$ cat src/rtl/key_operation.sv
// Five-button front end: synchronize, debounce, press-edge detect, prioritize, auto-repeat directions.
// operation is one registered pulse D+3 edges after a clean press; busy masks output while trackers keep running.
module key_operation #(
  parameter int DEBOUNCE_CYCLES = 1_000_000,
  parameter int REPEAT_DELAY    = 50_000_000,
  parameter int REPEAT_PERIOD   = 15_000_000
) (
  input  logic       clk,
  input  logic       rst,
  input  logic [4:0] btn,
  input  logic       busy,
  output logic [4:0] operation,
  output logic [4:0] key_level
);

  localparam int RPT_MAX = (REPEAT_DELAY > REPEAT_PERIOD) ? REPEAT_DELAY : REPEAT_PERIOD;
  localparam int DW = (DEBOUNCE_CYCLES > 1) ? $clog2(DEBOUNCE_CYCLES + 1) : 1;
  localparam int RW = (RPT_MAX > 1) ? $clog2(RPT_MAX + 1) : 1;
  localparam logic [DW-1:0] DB_LAST    = DW'(DEBOUNCE_CYCLES - 1);
  localparam logic [RW-1:0] DELAY_LAST = RW'(REPEAT_DELAY - 1);
  localparam logic [RW-1:0] PER_LAST   = RW'(REPEAT_PERIOD - 1);
  localparam logic [RW-1:0] RPT_SAT    = RW'(RPT_MAX);

  typedef enum logic [1:0] {IDLE, HOLD, REPEAT} state_t;

  logic [4:0]    sync1, sync2;
  logic [DW-1:0] db_cnt [5];
  logic [4:0]    level_q, press_q;

  state_t        state, state_n;
  logic [4:0]    track, track_n;
  logic [RW-1:0] rpt_cnt, rpt_cnt_n;
  logic [4:0]    cmd;
  logic          tracked_high;

  // Synchronizer, per-bit debounce and press-edge register
  always_ff @(posedge clk) begin
    if (rst) begin
      sync1     <= '0;
      sync2     <= '0;
      key_level <= '0;
      level_q   <= '0;
      press_q   <= '0;
      for (int i = 0; i < 5; i++) db_cnt[i] <= '0;
    end else begin
      sync1   <= btn;
      sync2   <= sync1;
      level_q <= key_level;
      press_q <= key_level & ~level_q;
      for (int i = 0; i < 5; i++) begin
        if (sync2[i] == key_level[i]) begin
          db_cnt[i] <= '0;
        end else if (db_cnt[i] >= DB_LAST) begin
          key_level[i] <= sync2[i];
          db_cnt[i]    <= '0;
        end else begin
          db_cnt[i] <= db_cnt[i] + 1'b1;
        end
      end
    end
  end

  assign tracked_high = |(track & key_level);

  // Tracker advances on internal commands even when busy hides them
  always_comb begin
    state_n   = state;
    track_n   = track;
    cmd       = '0;
    rpt_cnt_n = (rpt_cnt >= RPT_SAT) ? rpt_cnt : rpt_cnt + 1'b1;
    case (state)
      HOLD, REPEAT: begin
        if (!tracked_high) begin
          state_n   = IDLE;
          track_n   = '0;
          rpt_cnt_n = '0;
        end else if (rpt_cnt == ((state == HOLD) ? DELAY_LAST : PER_LAST)) begin
          cmd       = track;
          state_n   = REPEAT;
          rpt_cnt_n = '0;
        end
      end
      default: rpt_cnt_n = '0;
    endcase
    // Lowest set bit is the highest-priority press; it overrides any repeat due now
    if (|press_q) begin
      cmd       = press_q & (~press_q + 5'd1);
      rpt_cnt_n = '0;
      if (cmd[0]) begin
        state_n = IDLE;
        track_n = '0;
      end else begin
        state_n = HOLD;
        track_n = cmd;
      end
    end
  end

  always_ff @(posedge clk) begin
    if (rst) begin
      state     <= IDLE;
      track     <= '0;
      rpt_cnt   <= '0;
      operation <= '0;
    end else begin
      state     <= state_n;
      track     <= track_n;
      rpt_cnt   <= rpt_cnt_n;
      operation <= busy ? 5'b0 : cmd;
    end
  end

endmodule

$ cat config.mk
export PLATFORM = sky130hd
export DESIGN_NAME = key_operation
export DESIGN_NICKNAME = d
export VERILOG_FILES = /design/src/rtl/key_operation.sv
export SDC_FILE = /design/constraint.sdc
export NUM_CORES = 1
export LEC_CHECK = 0
export CORE_AREA = 2 2 136 138
export DETAILED_ROUTE_END_ITERATION = 10
export DIE_AREA = 0 0 138 140
export HOLD_SLACK_MARGIN = 0.02
export SLEW_MARGIN = 20
export SYNTH_ARGS = -nofsm -noshare
export SYNTH_HDL_FRONTEND = slang
export SYNTH_SLANG_ARGS = --single-unit
$ cat constraint.sdc
create_clock -name clk -period 6.7 [get_ports clk]
set_input_delay 1.34 -clock clk [delete_from_list [all_inputs] [get_ports clk]]
set_output_delay 1.34 -clock clk [all_outputs]
set_load 0.01 [all_outputs]
# Yosys cells after proc, flatten, opt, wreduce, memory -nomap -nowiden
# Memories as Yosys holds them, arrays and structs flattened.
# Index checks and enable logic that the tools add are counted.
[totals]
ff_bits = 63
latch_bits = 0
ram_bits = 100
mem_bits_ro = 0
inputBits = 8
n_memories = 1
[classes]
add_sub_neg = 7
mul = 0
div_mod_pow = 0
order_cmp = 6
eq_ne = 10
shifts = 0
muxes = 86
bitwise = 27
reduce_logical = 13
[memory_table]
columns = ["memory", "depth", "width", "rd", "rd_clocked_by_memory_dff", "wr", "line_no", "text"]
rows = [
  ["db_cnt", 5, 20, 5, 0, 5, "27", "logic [DW-1:0] db_cnt [5];"],
]
[op_table]
columns = ["operator", "count"]
rows = [
  ["$mux W20", 15],
  ["$add A20 B1 Y20 const B", 5],
  ["$ge A20 B20 Y1 const B", 5],
  ["$mux W1", 58],
  ["$mux W5", 8],
  ["$add A26 B1 Y26 const B", 1],
  ["$eq A26 B26 Y1", 1],
  ["$ge A26 B26 Y1 const B", 1],
  ["$mux W26", 1],
  ["$and A5 B5 Y5", 3],
  ["$or A1 B1 Y1", 15],
  ["$reduce_and A2 Y1", 7],
  ["$not A5 Y5", 2],
  ["$reduce_or A5 Y1", 2],
  ["$reduce_or A9 Y1", 1],
  ["$mux W2", 4],
  ["$not A1 Y1", 7],
  ["$add A5 B1 Y5 const B", 1],
  ["$eq A1 B1 Y1", 5],
  ["$reduce_or A2 Y1", 2],
  ["$ne A3 B1 Y1 const B", 1],
  ["$eq A2 B1 Y1 const B", 1],
  ["$eq A2 B2 Y1 const B", 1],
  ["$ne A2 B1 Y1 const B", 1],
  ["$reduce_bool A2 Y1", 1],
]

# Logic depth before layout (Yosys ltp)
# An unclocked memory read counts as a cell.
[logic_depth]
depth_word = 8
mapped_depth = 9
mapped_depth_nobuf = 8

# Least setup slack after synthesis
# OpenSTA, ideal clock, no wires.
[synth_timing]
kind = "in2reg"
startpoint = "input rst"
endpoint = "memory db_cnt[3][9] in the netlist's numbering, data pin"
setup_time_ns = 0.141
t_arrival_ns = 2.328
required_time_ns = 6.559
slack_ns = 4.231
path_stages = 5
n_path_buf = 2
cell_sequence = "clkbuf_1 or3_1 o21ba_2 clkbuf_1 nor2b_1"
[synth_rtl]
columns = ["element", "line_no", "text"]
rows = [
  ["start: declaration", "9", "input logic rst,"],
  ["end: declaration", "27", ""],
]

# Worst setup path in the final report
[layout_timing]
startpoint = "register key_level[2]"
endpoint = "output key_level[2]"
[layout_rtl]
columns = ["element", "line_no", "text"]
rows = [
  ["start: declaration", "13", "output logic [4:0] key_level"],
  ["start signal: indexed assignment", "54", "key_level[i] <= sync2[i];"],
]
# No word-level cell between the ends.

==> impl_results.md <==
- Mux cell area share after synthesis: 0.636%
- Post-Route WL: 13.5 mm
- Total global-route track usage: 14.7%
- Area of the multi-input gates: 3830 um2
- Most frequent cell after synthesis: nor2_1
- Crit path kind: flip-flop to output pin
- Clock Skew: 7.90 ps
- FF+latch count, synth: 162
- Final setup TNS: 0 ps
- Fillcell total: 1638
- WP buf/inv: 1
- Peak VDD IR: 0.203 mV
- Run status: finished clean
- Via density per instance: 4.78
- Critical path peak fanout: 5
- Leak Pwr: 3.25 nW
- PwrDens: 240 nW/um2
- CP required: 5360 ps
- Synth area leader: edfxtp_1
- Worst-margin pin slew: 859 ps
- First-pass GRT wire length: 23.4 mm
- Post-Synth XOR/XNOR Area: 12.0%
- Crit path DAT: 1490 ps
- Slowest CP cell: clkdlybuf4s50_1
- Nets: 920
- HPWL Detailed: 9.15 mm
- Reg clk slew, reported paths: 60 ps
- Core area: 17800 um2
- Slowest stage delay, CP: 630 ps
- Mapped Cells: 791
- Hold path startpoint: level_q[0]
- YS warnings: 0
- CTS Sinks: 162
- Achievable Freq: 353 MHz
- Starting Density: 44.2%
- Fin. max-slew vios: 0
- Post_cts resized: 0
- Die area: 19300 um2
- RSZ-0062 raised after global routing: no
- Max-Cap Viols: 0
- Synthesized area: 7870 um2
- Hold crit path type: flip-flop to flip-flop
- Cell area after layout: 9240 um2
- FF/Latch Area: 4240 um2
- Clock root cell: clkbuf_16
- Chip Height: 140 um
- Inst Count DP: 1114
- Non-Filler Instances: 1146
- Final min period: 2830 ps
- Number of synthesized flops with an enable pin: 100
- Detail Route Antenna Nets: 0
- Setup violators final: 0
- CP Capture Type: output pin
- Placed cell areas: 8610 um2
- Row cnt: 49
- Post-synth cell types: 44
- Number of port buffers: 17
- Crit-path leading delay family: buffers and inverters
- CTS Buffer Depth: 2
- # DRC: 0
- N_diodes: 0
- Adder-cell share of the synthesized area: 1.27%
- Final worst path period share: 42.3%
- DRT Pass-1 Iters: 4
- Pin count of the biggest net entering global routing: 38
- Synth top cells by count: nor2_1, edfxtp_1, dfxtp_1, xor2_1, xnor2_1
- Area added between synthesis and finish: 17.4%
- Async SR Flop Fraction: 0%
- Synth Area in Compound Gates: 4.79%
- Yosys top cell area share: 38.2%
- Simple logic cell fraction of the synthesized area: 25.2%
- Post-CTS Setup Bufs: 0
- Vias: 5476
- CTS tree: built
- Worst skew pair latency: 420 ps
- Top FF cell, synth: edfxtp_1
- Wire per inst: 11.7 um
- Total grt overflow: 0
- R2R Path Start: rpt_cnt[0]
- Relative slew margins: 42.6%
- Mean Syn Cell Area: 9.94 um2
- Top cells by area, synth: edfxtp_1, dfxtp_1, nor2_1
- Share of layout cells above drive strength 1: 3.60%
- Vias in the first global route: 5106
- Starting DRT DRC Count: 247
- Worst-path cell chain: clkdlybuf4s50_1
- Main combinational cell family by area after synthesis: simple AND/OR/NAND/NOR gates
- RD Place Congestion: 0.773
- Startpoint class of the critical path: flip-flop
- Io pins: 18
- Total number of H-tree levels: 4
- Total CTS buffers: 17
- CP startpoint: key_level[2]
- Initial antenna violation count: 0
- Post-CTS Hold Buffers: 0
- Sequential-to-total area share from yosys stat: 54.0%
- Die Wd: 138 um
- Final hold viol count: 0
==> power by group <==
| group | switching (mW) | leakage, nW | internal, mW |
|---|---|---|---|
| clock | 0.380 | 0.305 | 0.655 |
| sequential | 0.0282 | 1.53 | 1.09 |
| combinational | 0.0354 | 1.41 | 0.0275 |
==> stage by stage <==
stage	hold slack [ps]	setup slack, ps	util [%]	power (mW)
final	381	3870	51.9	2.21
after global routing	391	3710	51.9	2.30
after CTS	384	3840	51.9	2.24
after detailed placement	375	3470	48.4	1.20
after global placement	371	3510	48.4	1.20
after floorplan	367	4230	-	1.18
==> kinds of logic (layout without fill, tap and decap cells) <==
group	Yosys count	count (layout)
xor+xnor	108	108
mux	5	5
buf+inv	42	69
flops	162	162
simple gates	411	411
fa+ha+maj	8	8
other cells	1	100
compound gates	54	54
==> worst register-to-register path, cell delays in order, from the launching register on <==
cell and delay, ps:
dfxtp_1 370, inv_1 90, ha_1 210, nor4b_1 150
and3_1 200, a31oi_2 710, nand3_1 330, or4_1 530
nand2_1 80
==> layer usage <==
metal / routed length [um] / track usage (%) / up-vias
li1: - / - / 2900
met1: 6870 / 19.9 / 2499
met2: 5980 / 22.6 / 61
met3: 425 / 3.93 / 16
met4: 186 / 5.48 / 0
met5: 0 / 0 / -
==> layout make-up <==
cell class                      instances  area share, %
Clock inverter                         13           2.06
Inverter                               19          0.772
Clock buffer                           19           4.69
Timing Repair Buffer                   18           1.92
Multi-Input combinational cell        686           41.5
Sequential cell                       162           46.0
Tap cell                              229           3.10
==> cell usage in the layout, fill, tap and decap left out, drive strengths merged, types with 6 or more instances in the layout <==
master	instances
nor2	170
edfxtp	100
conb	100
dfxtp	62
xor2	55
xnor2	53
nand2	51
nand3	50
nand4	31
and3	27
nor2b	22
inv	19
clkbuf	19
clkdlybuf4s50	17
a21oi	16
nor3	15
or3	9
o21ai	8
ha	8
and2	7
and4	7
clkinv	7
o211ai	6
==> state kept, by name, indices dropped and copies added (netlist names), 5 cells and up <==
signal / count
db_cnt: 100
rpt_cnt: 26
key_level: 5
level_q: 5
operation: 5
press_q: 5
sync1: 5
sync2: 5
==> path summary, 6_finish.rpt <==
| path | to | slack, ps | cells past startpoint |
|---|---|---|---|
| setup / recovery | key_level[2] | 3870 | 1 |
| hold / removal | press_q[0] | 380 | 1 |
| setup reg to reg | rpt_cnt[12] | 3970 | 8 |
| hold reg to reg | press_q[0] | 380 | 1 |
Note: power is estimated with default switching activity, not from simulation.
